<file path="src/rtl/operand_batch_sched_if.sv">
// Operand-batch scheduler bus: requester lanes, bfm operand port and batch status.
// The slave modport is the scheduler side; master drives requests and op_ready.
interface operand_batch_sched_if #(
    parameter int unsigned NUM        = 100,
    parameter int unsigned ITEM_WIDTH = 8,
    parameter int unsigned N_REQ      = 2
);
    localparam int unsigned ID_W  = (N_REQ > 1) ? $clog2(N_REQ) : 1;
    localparam int unsigned CNT_W = $clog2(NUM + 1);

    logic [N_REQ-1:0]            req_valid_i;
    logic [N_REQ-1:0]            req_last_i;
    logic [N_REQ*ITEM_WIDTH-1:0] req_a_i;
    logic [N_REQ*ITEM_WIDTH-1:0] req_b_i;
    logic [N_REQ-1:0]            req_ready_o;
    logic                        op_valid_o;
    logic                        op_ready_i;
    logic [ITEM_WIDTH-1:0]       A_s;
    logic [ITEM_WIDTH-1:0]       B_s;
    logic [N_REQ-1:0]            grant_o;
    logic                        busy_o;
    logic                        done_o;
    logic [ID_W-1:0]             done_id_o;
    logic [CNT_W-1:0]            batch_cnt_o;
    logic                        xmit_en_o;

    modport master (
        output req_valid_i, req_last_i, req_a_i, req_b_i, op_ready_i,
        input  req_ready_o, op_valid_o, A_s, B_s, grant_o, busy_o,
               done_o, done_id_o, batch_cnt_o, xmit_en_o
    );

    modport slave (
        input  req_valid_i, req_last_i, req_a_i, req_b_i, op_ready_i,
        output req_ready_o, op_valid_o, A_s, B_s, grant_o, busy_o,
               done_o, done_id_o, batch_cnt_o, xmit_en_o
    );
endinterface

</file>
<file path="src/rtl/operand_batch_sched.sv">
// Round-robin, non-preemptive batch scheduler sharing one A/B operand port
// between N_REQ requesters through a one-deep output register.
module operand_batch_sched #(
    parameter int unsigned NUM        = 100,
    parameter int unsigned ITEM_WIDTH = 8,
    parameter int unsigned N_REQ      = 2
) (
    input logic                 clk_i,
    input logic                 reset_i,
    operand_batch_sched_if.slave bus
);
    localparam int unsigned ID_W  = (N_REQ > 1) ? $clog2(N_REQ) : 1;
    localparam int unsigned CNT_W = $clog2(NUM + 1);

    typedef enum logic [1:0] {IDLE, STREAM, DRAIN, DONE} state_t;

    state_t                state, state_nxt;
    logic [ID_W-1:0]       owner, owner_nxt;
    logic [ID_W-1:0]       rr_ptr, rr_ptr_nxt;
    logic [CNT_W-1:0]      cnt, cnt_nxt;
    logic [N_REQ-1:0]      grant_nxt;
    logic                  op_valid_nxt;
    logic [ITEM_WIDTH-1:0] a_nxt, b_nxt;
    logic                  busy_nxt;
    logic                  done_nxt;
    logic [ID_W-1:0]       done_id_nxt;
    logic [CNT_W-1:0]      batch_cnt_nxt;
    logic                  xmit_nxt;
    logic [N_REQ-1:0]      req_ready;
    logic                  room;
    logic [ID_W-1:0]       pick;
    logic                  pick_ok;
    logic [ITEM_WIDTH-1:0] a_arr [N_REQ];
    logic [ITEM_WIDTH-1:0] b_arr [N_REQ];

    // Unpack requester lanes so the owner can be selected by index.
    always_comb begin
        for (int unsigned r = 0; r < N_REQ; r++) begin
            a_arr[r] = bus.req_a_i[r*ITEM_WIDTH +: ITEM_WIDTH];
            b_arr[r] = bus.req_b_i[r*ITEM_WIDTH +: ITEM_WIDTH];
        end
    end

    // First valid requester at or after the round-robin pointer, wrapping.
    always_comb begin
        logic [ID_W-1:0] idx;
        idx     = '0;
        pick    = '0;
        pick_ok = 1'b0;
        for (int unsigned i = 0; i < N_REQ; i++) begin
            idx = ID_W'((32'(rr_ptr) + i) % N_REQ);
            if (!pick_ok && bus.req_valid_i[idx]) begin
                pick_ok = 1'b1;
                pick    = idx;
            end
        end
    end

    always_comb begin
        state_nxt     = state;
        owner_nxt     = owner;
        rr_ptr_nxt    = rr_ptr;
        cnt_nxt       = cnt;
        grant_nxt     = bus.grant_o;
        op_valid_nxt  = bus.op_valid_o;
        a_nxt         = bus.A_s;
        b_nxt         = bus.B_s;
        done_nxt      = 1'b0;
        done_id_nxt   = bus.done_id_o;
        batch_cnt_nxt = bus.batch_cnt_o;
        xmit_nxt      = bus.xmit_en_o;
        req_ready     = '0;
        room          = !bus.op_valid_o || bus.op_ready_i;

        // A consumed pair empties the register unless a new accept refills it below.
        if (bus.op_valid_o && bus.op_ready_i) begin
            op_valid_nxt = 1'b0;
        end

        case (state)
            IDLE: begin
                if (pick_ok) begin
                    state_nxt = STREAM;
                    owner_nxt = pick;
                    grant_nxt = N_REQ'(1) << pick;
                end
            end
            STREAM: begin
                req_ready[owner] = room;
                if (bus.req_valid_i[owner] && room) begin
                    op_valid_nxt = 1'b1;
                    a_nxt        = a_arr[owner];
                    b_nxt        = b_arr[owner];
                    cnt_nxt      = cnt + CNT_W'(1);
                    if (bus.req_last_i[owner] || (cnt == CNT_W'(NUM - 1))) begin
                        state_nxt = DRAIN;
                    end
                end
            end
            DRAIN: begin
                if (room) begin
                    state_nxt     = DONE;
                    done_nxt      = 1'b1;
                    done_id_nxt   = owner;
                    batch_cnt_nxt = cnt;
                    xmit_nxt      = !bus.xmit_en_o;
                end
            end
            DONE: begin
                state_nxt  = IDLE;
                rr_ptr_nxt = (owner == ID_W'(N_REQ - 1)) ? '0 : owner + ID_W'(1);
                cnt_nxt    = '0;
                grant_nxt  = '0;
            end
            default: state_nxt = IDLE;
        endcase

        busy_nxt = (state_nxt != IDLE);
    end

    assign bus.req_ready_o = req_ready;

    always_ff @(posedge clk_i or posedge reset_i) begin
        if (reset_i) begin
            state           <= IDLE;
            owner           <= '0;
            rr_ptr          <= '0;
            cnt             <= '0;
            bus.grant_o     <= '0;
            bus.op_valid_o  <= 1'b0;
            bus.A_s         <= '0;
            bus.B_s         <= '0;
            bus.busy_o      <= 1'b0;
            bus.done_o      <= 1'b0;
            bus.done_id_o   <= '0;
            bus.batch_cnt_o <= '0;
            bus.xmit_en_o   <= 1'b0;
        end else begin
            state           <= state_nxt;
            owner           <= owner_nxt;
            rr_ptr          <= rr_ptr_nxt;
            cnt             <= cnt_nxt;
            bus.grant_o     <= grant_nxt;
            bus.op_valid_o  <= op_valid_nxt;
            bus.A_s         <= a_nxt;
            bus.B_s         <= b_nxt;
            bus.busy_o      <= busy_nxt;
            bus.done_o      <= done_nxt;
            bus.done_id_o   <= done_id_nxt;
            bus.batch_cnt_o <= batch_cnt_nxt;
            bus.xmit_en_o   <= xmit_nxt;
        end
    end
endmodule

</file>
<file path="src/flat_wrapper.sv">
// flat-port wrapper written by rule: the top's interface ports become plain ports
module operand_batch_sched_flat 
#(
    parameter int unsigned NUM        = 100,
    parameter int unsigned ITEM_WIDTH = 8,
    parameter int unsigned N_REQ      = 2
)
  (clk_i, reset_i, bus_req_valid_i, bus_req_last_i, bus_req_a_i, bus_req_b_i, bus_op_ready_i, bus_req_ready_o, bus_op_valid_o, bus_A_s, bus_B_s, bus_grant_o, bus_busy_o, bus_done_o, bus_done_id_o, bus_batch_cnt_o, bus_xmit_en_o);
  operand_batch_sched_if #(.NUM(NUM), .ITEM_WIDTH(ITEM_WIDTH), .N_REQ(N_REQ)) bus_i ();
  input logic clk_i;
  input logic reset_i;
  input wire logic [$bits(bus_i.req_valid_i)-1:0] bus_req_valid_i;
  input wire logic [$bits(bus_i.req_last_i)-1:0] bus_req_last_i;
  input wire logic [$bits(bus_i.req_a_i)-1:0] bus_req_a_i;
  input wire logic [$bits(bus_i.req_b_i)-1:0] bus_req_b_i;
  input wire logic [$bits(bus_i.op_ready_i)-1:0] bus_op_ready_i;
  output wire logic [$bits(bus_i.req_ready_o)-1:0] bus_req_ready_o;
  output wire logic [$bits(bus_i.op_valid_o)-1:0] bus_op_valid_o;
  output wire logic [$bits(bus_i.A_s)-1:0] bus_A_s;
  output wire logic [$bits(bus_i.B_s)-1:0] bus_B_s;
  output wire logic [$bits(bus_i.grant_o)-1:0] bus_grant_o;
  output wire logic [$bits(bus_i.busy_o)-1:0] bus_busy_o;
  output wire logic [$bits(bus_i.done_o)-1:0] bus_done_o;
  output wire logic [$bits(bus_i.done_id_o)-1:0] bus_done_id_o;
  output wire logic [$bits(bus_i.batch_cnt_o)-1:0] bus_batch_cnt_o;
  output wire logic [$bits(bus_i.xmit_en_o)-1:0] bus_xmit_en_o;
  assign bus_i.req_valid_i = bus_req_valid_i;
  assign bus_i.req_last_i = bus_req_last_i;
  assign bus_i.req_a_i = bus_req_a_i;
  assign bus_i.req_b_i = bus_req_b_i;
  assign bus_i.op_ready_i = bus_op_ready_i;
  assign bus_req_ready_o = bus_i.req_ready_o;
  assign bus_op_valid_o = bus_i.op_valid_o;
  assign bus_A_s = bus_i.A_s;
  assign bus_B_s = bus_i.B_s;
  assign bus_grant_o = bus_i.grant_o;
  assign bus_busy_o = bus_i.busy_o;
  assign bus_done_o = bus_i.done_o;
  assign bus_done_id_o = bus_i.done_id_o;
  assign bus_batch_cnt_o = bus_i.batch_cnt_o;
  assign bus_xmit_en_o = bus_i.xmit_en_o;
  operand_batch_sched #(.NUM(NUM), .ITEM_WIDTH(ITEM_WIDTH), .N_REQ(N_REQ)) u_core (.clk_i(clk_i), .reset_i(reset_i), .bus(bus_i));
endmodule
</file>
<file path="config.mk">
export PLATFORM = sky130hd
export DESIGN_NAME = operand_batch_sched_flat
export DESIGN_NICKNAME = d
export VERILOG_FILES = /design/src/rtl/operand_batch_sched_if.sv /design/src/rtl/operand_batch_sched.sv /design/src/flat_wrapper.sv
export SDC_FILE = /design/constraint.sdc
export NUM_CORES = 1
export LEC_CHECK = 0
export CAP_MARGIN = 10
export CORE_ASPECT_RATIO = 1.75
export CORE_MARGIN = 2
export CORE_UTILIZATION = 25
export DETAILED_ROUTE_END_ITERATION = 10
export MAX_ROUTING_LAYER = met4
export PLACE_DENSITY_LB_ADDON = 0.25
export SETUP_SLACK_MARGIN = 0.1
export SLEW_MARGIN = 0
export SYNTH_ARGS = -nofsm -noshare
export SYNTH_HDL_FRONTEND = slang
export SYNTH_SLANG_ARGS = --single-unit
export TNS_END_PERCENT = 50
</file>
<file path="constraint.sdc">
create_clock -name clk_i -period 1.61 [get_ports clk_i]
set_input_delay 0.322 -clock clk_i [delete_from_list [all_inputs] [get_ports clk_i]]
set_output_delay 0.322 -clock clk_i [all_outputs]
set_load 0.03 [all_outputs]
</file>
# Yosys cells after proc, flatten, opt, wreduce, memory -nomap -nowiden
# Cells that the tools add are included.
[word_totals] word_cells=84 output_inout_bits=32 register_bits=41 in_bits=39
[op_classes] n_reduce_logical=18 eq_ne=6 bitwise=2 shifts=1 addsub=3 magnitude_cmp=5 mux=36
[ops] cell="8-bit 2-to-1 mux" count=6
[ops] cell="1-bit 2-to-1 mux" count=19
[ops] cell="7-bit one-hot mux with 2 select lines" count=1
[ops] cell="2-bit 2-to-1 mux" count=6
[ops] cell="2-bit AND reduction" count=5
[ops] cell="2-bit one-hot mux with 4 select lines" count=1
[ops] cell="7-bit by 1-bit adder with 7-bit output, second input constant" count=1
[ops] cell="7-bit == test, second input constant" count=1
[ops] cell="7-bit 2-to-1 mux" count=1
[ops] cell="1-bit by 2-bit < comparator with 1-bit output, second input constant" count=3
[ops] cell="2-bit nonzero test" count=3
[ops] cell="2-bit == test, second input constant" count=2
[ops] cell="1-bit logical AND" count=4
[ops] cell="2-bit by 1-bit inequality test with 1-bit output, second input constant" count=2
[ops] cell="2-bit one-hot mux with 2 select lines" count=1
[ops] cell="1-bit logical NOT" count=3
[ops] cell="1-bit adder, second input constant" count=2
[ops] cell="2-bit bitwise AND" count=1
[ops] cell="2-bit by 1-bit == test with 1-bit output, second input constant" count=1
[ops] cell="2-bit greater-or-equal comparator, second input constant" count=1
[ops] cell="2-bit logical NOT" count=1
[ops] cell="1-bit logical OR" count=2
[ops] cell="1-bit inverter with 2-bit output" count=1
[ops] cell="1-bit by 1-bit << shifter with 2-bit output, first input constant" count=1
[ops] cell="other kinds (2)" count=2

# Depth between registers and ports, before layout
# Gate-level depths: netlist (run 1).
[logic_depth] word_depth=9 mapped_depth=5 depth_no_buf=5

# Least setup slack after synthesis (run 1)
# No wires, ideal clock.
[synth_timing] path_type="register -> output" from="reg u_core.state[1]" to="out bus_req_ready_o[1]" path_stages_with_launch=5 n_path_buf=1 arrival_ns=1.513 t_required_ns=1.288 path_slack_ns=-0.225 path_cell_list="dfrtp_1 inv_2 nand2_2 buf_2 nor3b_1"
[synth_between] elab_chain_len=2
[synth_rtl] item="from (decl)" line="operand_batch_sched.sv:17" source="state_t state, state_nxt;"
[synth_rtl] item="from (signal assigned)" line="operand_batch_sched.sv:139" source="state <= state_nxt;"
[synth_rtl] item="2-bit by 1-bit == test with 1-bit output" line="operand_batch_sched.sv:80" source="case (state)"
[synth_rtl] item="2-bit 2-to-1 mux" line="operand_batch_sched.sv:80"
[synth_rtl] item="to (decl)" line="flat_wrapper.sv:17" source="output wire logic [$bits(bus_i.req_ready_o)-1:0] bus_req_ready_o;"
# No other way between the ends.

# Worst setup path in the final report (run 1)
[layout_timing] from="reg u_core.owner" to="reg u_core.bus.A_s[4]"
[layout_between] elab_chain_len=4 word_cells_on_any_way=8 classes_between="mux: 5; bitwise: 1; reduce/logical: 2"
[layout_rtl] item="from (decl)" line="operand_batch_sched.sv:18" source="logic [ID_W-1:0] owner, owner_nxt;"
[layout_rtl] item="from (signal assigned)" line="operand_batch_sched.sv:140" source="owner <= owner_nxt;"
[layout_rtl] item="1-bit 2-to-1 mux (implied by the code) or 1-bit inverter with 2-bit output (tied branches)" line="operand_batch_sched.sv:90, operand_batch_sched.sv:92"
[layout_rtl] item="1-bit 2-to-1 mux (implied by the code) or 8-bit 2-to-1 mux (tied branches)" line="operand_batch_sched.sv:90, operand_batch_sched.sv:92"
[layout_rtl] item="1-bit logical AND or 8-bit 2-to-1 mux (tied branches)" line="operand_batch_sched.sv:90, operand_batch_sched.sv:92"
[layout_rtl] item="2-bit AND reduction (no line) or 8-bit 2-to-1 mux (tied branches)"
[layout_rtl] item="to (signal assigned)" line="operand_batch_sched.sv:145" source="bus.A_s <= a_nxt;"
[layout_rtl] item="to (decl)" line="operand_batch_sched_if.sv:35" source="output req_ready_o, op_valid_o, A_s, B_s, grant_o, busy_o,"
# Parallel ways exist; a longest one is shown, timed or not. The select of a mux whose other input is x is not followed.
# A chain may end at the register's enable or synchronous reset.

==> results of run 1 <==
## logic make-up after synthesis
| family | synth area share (%) |
|---|---|
| AO/OA/AOI/OAI | 8.529 |
| flip-flops | 50.68 |
| AND/OR/NAND/NOR | 13.72 |
| adder cells (fa/ha/maj) | 0.6179 |
| buffers and inverters | 3.585 |
| multiplexers | 22.43 |
| XOR/XNOR | 0.4327 |
## worst max-delay path, stage by stage (launching register included)
cell,delay [ns]
dfrtp_2,0.44
mux2_4,0.36
nand2_4,0.11
nor2_8,0.06
clkbuf_16,0.17
mux2_4,0.30
## cell usage after synthesis, drive strengths merged, types with 2 or more instances
library cell	count
nor2b	7
or4	3
clkbuf	3
dfrtp	41
nand4	3
a221o	3
buf	5
o211ai	2
nor3	4
mux2	40
nand3	4
a21oi	4
o22ai	2
o21ai	8
nor2	5
nor4	2
nand2	11
inv	8
a31oi	3
## metrics by stage
stage	power, W	cell area (um2)	utilization [%]	cells
2_1_floorplan	0.004173	2038	-	169
3_3_place_gp	0.005570	2947	37.26	337
3_5_place_dp	0.005634	2947	37.26	337
4_1_cts	0.006769	3176	40.15	350
5_1_grt	0.007456	3287	41.56	352
6_report	0.007016	3287	41.56	352
## area by class of cell
type / instances / share of cell area, %
flip-flops and latches: 41 / 31.33
multi-input cells: 112 / 31.82
inverters: 8 / 0.9136
well taps: 90 / 3.426
clock buffers: 7 / 4.340
repair buffers: 94 / 28.17
## cells in the final DEF, fill, tap and decap left out, types with 5 or more instances in the layout
cell / instances
buf_12: 5
buf_4: 19
clkbuf_16: 6
clkdlybuf4s50_1: 35
dfrtp_1: 38
dlygate4sd2_1: 31
mux2_1: 8
mux2_2: 17
mux2_4: 15
nand2_1: 9
nor2b_1: 6
o21ai_1: 6
## timing repair
item | 4_1_cts | 5_1_grt
setup endpoints to repair | 48 | 31
buffers inserted | 6 | 1
gates cloned | 0 | 1
gates resized for setup | 47 | 15
pin swaps | 2 | 2
## report_power, final
| part | total, W | internal [W] | switching (W) | leakage [nW] |
|---|---|---|---|---|
| Sequential | 0.00193 | 0.00156 | 0.000374 | 0.478 |
| Combinational | 0.00410 | 0.00196 | 0.00214 | 0.932 |
| Clock | 0.000986 | 0.000609 | 0.000378 | 0.0700 |
| Total | 0.00702 | 0.00412 | 0.00289 | 1.48 |
## state kept, by name, summed over array words and instances (netlist names)
name	cells
u_core.state	2
u_core.cnt	7
u_core.owner	1
u_core.rr_ptr	1
u_core.bus.A_s	8
u_core.bus.done_id_o	1
u_core.bus.done_o	1
u_core.bus.B_s	8
u_core.bus.xmit_en_o	1
u_core.bus.busy_o	1
u_core.bus.grant_o	2
u_core.bus.op_valid_o	1
u_core.bus.batch_cnt_o	7
## metal layers
metal	track usage [%]	vias to the layer above	part of all wire (%)	routed length [um]
li1	-	804	-	-
met2	23.21	55	54	3048
met1	14.06	847	38	2116
met5	-	-	0	0
met4	6.958	0	2.8	157
met3	2.119	11	5.0	281
## worst max-delay path by stage
stage                          startpoint                 to  cells after the start
CTS                    bus_req_valid_i[0]  u_core.bus.A_s[3]                      5
floorplan           u_core.bus.op_valid_o  u_core.bus.A_s[0]                      5
detailed placement     bus_req_valid_i[0]  u_core.bus.A_s[3]                      5
global placement       bus_req_valid_i[0]  u_core.bus.B_s[7]                      5
finish                       u_core.owner  u_core.bus.A_s[4]                      5
global route                 u_core.owner  u_core.bus.B_s[7]                      5
==> results.yml, run 1 <==
cells_and_area:
  antennaDiodeCount: 0
  drive_above_1_share_pct: 30.53
  fin_nets: 302
  seqCellArea_um2: 1030
  multiInputGateArea_um2: 1046
  num-fill-cells: 767
  area_delta_synth_final_pct: 62.36
global_route:
  grt_max_degree: 42
  antenna_found_initial: 0
  grt_overflow_total: 0
  first_global_vias: 1783
  grt_use_total_pct: 13.21
  grt_pass1_wl_um: 8604
hold_path:
  hold_path_class: "in -> async"
clocking:
  htree_levels: 2
  cts_root_buffer: "clkbuf_16"
  clk_path_buf_depth: 2
  tritoncts: "built"
  numCtsBuffers: 5
  clkTransAtPathRegs_ns: 0.06
  clock_latency_ns: 0.28
  clock-sinks: 41
  cts_hold_buf: 0
yosys:
  synth_top_cell_area_share_pct: 50.68
  async_flop_share_pct: 100.0
  yosysUniqueCellTypes: 39
  netlist_instances: 169
  synth_nets: 209
  synth_edf_count: 0
  synth_area_leader_cell: "dfrtp_1"
  avgSynthCellArea_um2: 11.98
  yosysSeqAreaShare_pct: 50.68
  ys_dominant_reg_cell: "dfrtp_1"
  synth_area_leaders: "dfrtp_1 (51%), mux2_1 (12%), mux2_2 (9.5%), nor2b_1 (2.2%), nand2_1 (1.7%)"
  yosys_warnings: 0
  synth_seq_cells: 41
  syn_area_um2: 2024
power:
  vdd_drop_max_mv: 0.7116
  p_leak_nw: 1.479
  p_per_area_nw_per_um2: 2135
sta:
  worst_hold_slack_ns: 0.3689
  clock_skew_ns: 0.004280
  final.setup.worst_slack_ns: 0.06455
  hold_viol: 0
  setup_viol: 0
  post-route-period-util_pct: 95.99
  tns_ns: 0
  max_freq_ghz: 0.6471
  timing.slew.headroom_pct: 77.28
  post-route-min-period_ns: 1.545
  rsz0062_at_grt: "true"
  worst_slew_pin_slew_ns: 0.3409
  slew_violations: 0
route:
  wl_per_cell_um: 15.92
  ant_nets: 0
  vias: 1717
  via_per_inst: 4.878
  finalWirelength_um: 5603
  drt_pass1_iterations: 4
  drt-initial-drc-count: 73
  drcViolationCount: 0
setup_path:
  path_max_fanout: 8
  crit_path_end_kind: "flip-flop"
  r2r-start: "u_core.owner"
  startpoint_type: "flip-flop"
  crit_type: "reg -> reg"
  reg2reg_slack_ns: 0.06
  r2r_end: "u_core.bus.A_s[4]"
  critical_path_required_ns: 1.77
  critPathArrivalTime_ns: 1.71
  ff2ff_path_depth: 5
floorplan:
  rows: 43
  ios: 71
  die_w_um: 72.03
  die-area_um2: 8862
  initial_core_util_pct: 25.60
  core_um2: 7909
  die_h_um: 123.0
place:
  place_hpwl_um: 3924
  place_congestion: 0.8237
  portBuffers: 70
  preCtsSetupSlack_ns: -0.2730
run_status:
  run_status: "finished, final reports clean"
flow_run:
  maxCapViolCount: 0
No activity file was read; power rests on OpenSTA's default activity.
==> inputs of run 2 (changes only) <==
- CELL_PAD_IN_SITES_DETAIL_PLACEMENT: default -> 0
- CELL_PAD_IN_SITES_GLOBAL_PLACEMENT: default -> 2
==> run 2 against run 1 <==
Effect of this change: fmax decreased by 1.0%; register-to-register slack got worse by 0.02 ns; sequential power about the same; combinational power decreased by 3%; critical path depth unchanged; critical endpoint is now u_core.bus.A_s[1]; clock power decreased by 2%; via count decreased by 2.6%.
==> results.yml, run 2 (synthesis results as in run 1) <==
setup_path:
  reg2reg_slack_ns: 0.05
  r2r-start: "u_core.owner"
  crit_path_end_kind: "flip-flop"
  startpoint_type: "flip-flop"
  path_max_fanout: 8
  ff2ff_path_depth: 5
  critPathArrivalTime_ns: 1.73
  critical_path_required_ns: 1.78
  crit_type: "reg -> reg"
  r2r_end: "u_core.bus.A_s[1]"
  crit_start: "u_core.owner"
floorplan:
  initial_core_util_pct: 25.60
  rows: 43
  die_h_um: 123.0
  die-area_um2: 8862
  die_w_um: 72.03
  ios: 71
  core_um2: 7909
sta:
  max_freq_ghz: 0.6404
  hold_viol: 0
  tns_ns: 0
  clock_skew_ns: 0.005657
  worst_hold_slack_ns: 0.3482
  rsz0062_at_grt: "true"
  post-route-min-period_ns: 1.562
  setup_viol: 0
  post-route-period-util_pct: 97.00
  slew_violations: 0
  worst_slew_pin_slew_ns: 0.3819
  timing.slew.headroom_pct: 74.54
cells_and_area:
  num-fill-cells: 795
  antennaDiodeCount: 0
  area_delta_synth_final_pct: 59.21
  drive_above_1_share_pct: 27.76
  reg.largest.list: "u_core.bus.A_s (8), u_core.bus.B_s (8)"
  fin_area_um2: 3223
  final_common_cell: "dfrtp_1"
  final_cell_mix: "dfrtp_1 (39), clkdlybuf4s50_1 (37), dlygate4sd2_1 (31)"
  final_cells: 353
  fin_nets: 302
place:
  portBuffers: 70
  place_hpwl_um: 3985
  dp.cells: 336
  dpl_cell_area_um2: 2939
  place_congestion: 0.7390
hold_path:
  hold_path_class: "in -> async"
route:
  drcViolationCount: 0
  via_per_inst: 4.739
  ant_nets: 0
  vias: 1673
  drt_pass1_iterations: 4
  finalWirelength_um: 5813
  wl_per_cell_um: 16.47
  drt-initial-drc-count: 66
global_route:
  grt_pass1_wl_um: 8901
  grt_max_degree: 29
  first_global_vias: 1761
  grt_use_total_pct: 13.97
  grt_overflow_total: 0
  antenna_found_initial: 0
clocking:
  clock-sinks: 41
  clkTransAtPathRegs_ns: 0.06
  tritoncts: "built"
  cts_hold_buf: 0
  numCtsBuffers: 5
  cts_root_buffer: "clkbuf_16"
  clock_latency_ns: 0.29
  clk_path_buf_depth: 2
  htree_levels: 2
flow_run:
  maxCapViolCount: 0
power:
  p_leak_nw: 1.420
  p_per_area_nw_per_um2: 2129
  vdd_drop_max_mv: 0.7353
run_status:
  run_status: "finished, final reports clean"
==> run 2: area by class of cell <==
class | instances | area, um2 | area share [%]
clock buffer | 5 | 125.1 | 3.882
timing repair buffer | 93 | 895.9 | 27.80
multi-input combinational | 113 | 1013 | 31.44
inverter | 8 | 30.03 | 0.9317
sequential | 41 | 1028 | 31.91
tap | 90 | 112.6 | 3.494
clock inverter | 3 | 17.52 | 0.5435
==> run 2: what timing repair did <==
action / 4_1_cts / 5_1_grt
gates cloned: 1 / 1
setup endpoints to repair: 48 / 31
gates resized for setup: 36 / 11
pin swaps: 2 / 3
setup buffers: 5 / 2
==> run 2: worst max-delay path by stage <==
stage,to,slack [ns],cells past startpoint
2_1_floorplan,u_core.bus.A_s[0],0.06,5
3_3_place_gp,u_core.bus.A_s[0],-0.23,5
3_5_place_dp,u_core.bus.B_s[7],-0.27,5
4_1_cts,u_core.bus.B_s[7],0.02,4
5_1_grt,bus_req_ready_o[1],0.001,4
6_report,u_core.bus.A_s[1],0.05,5
==> run 2: per-stage QoR <==
step                setup WS, ns  utilization [%]  power [W]
floorplan                0.06213                -   0.004173
global placement         -0.2255            37.16   0.005623
detailed placement       -0.2703            37.16   0.005633
CTS                      0.02017            39.65   0.006661
global route           0.0009828            40.75   0.007376
finish                   0.04837            40.75   0.006863
==> run 2: where the power goes <==
part           total, W  switching [W]  internal (W)
logic           0.00399        0.00212       0.00187
registers       0.00191       0.000354       0.00155
clock network  0.000966       0.000398      0.000568
==> run 2: layer usage <==
layer | up-vias | routed length (um) | GRT usage (%) | share of wire [%]
met5 | - | 0 | - | 0
met4 | 0 | 63 | 4.953 | 1.1
met3 | 4 | 365 | 3.912 | 6.3
met2 | 59 | 3110 | 24.94 | 54
met1 | 805 | 2273 | 14.50 | 39
li1 | 805 | - | - | -
==> run 2: critical path: stages (launching register included) <==
cell     delay, ns
dfrtp_2       0.45
mux2_4        0.38
nand2_8       0.13
nor2_4        0.04
buf_12        0.14
mux2_1        0.30
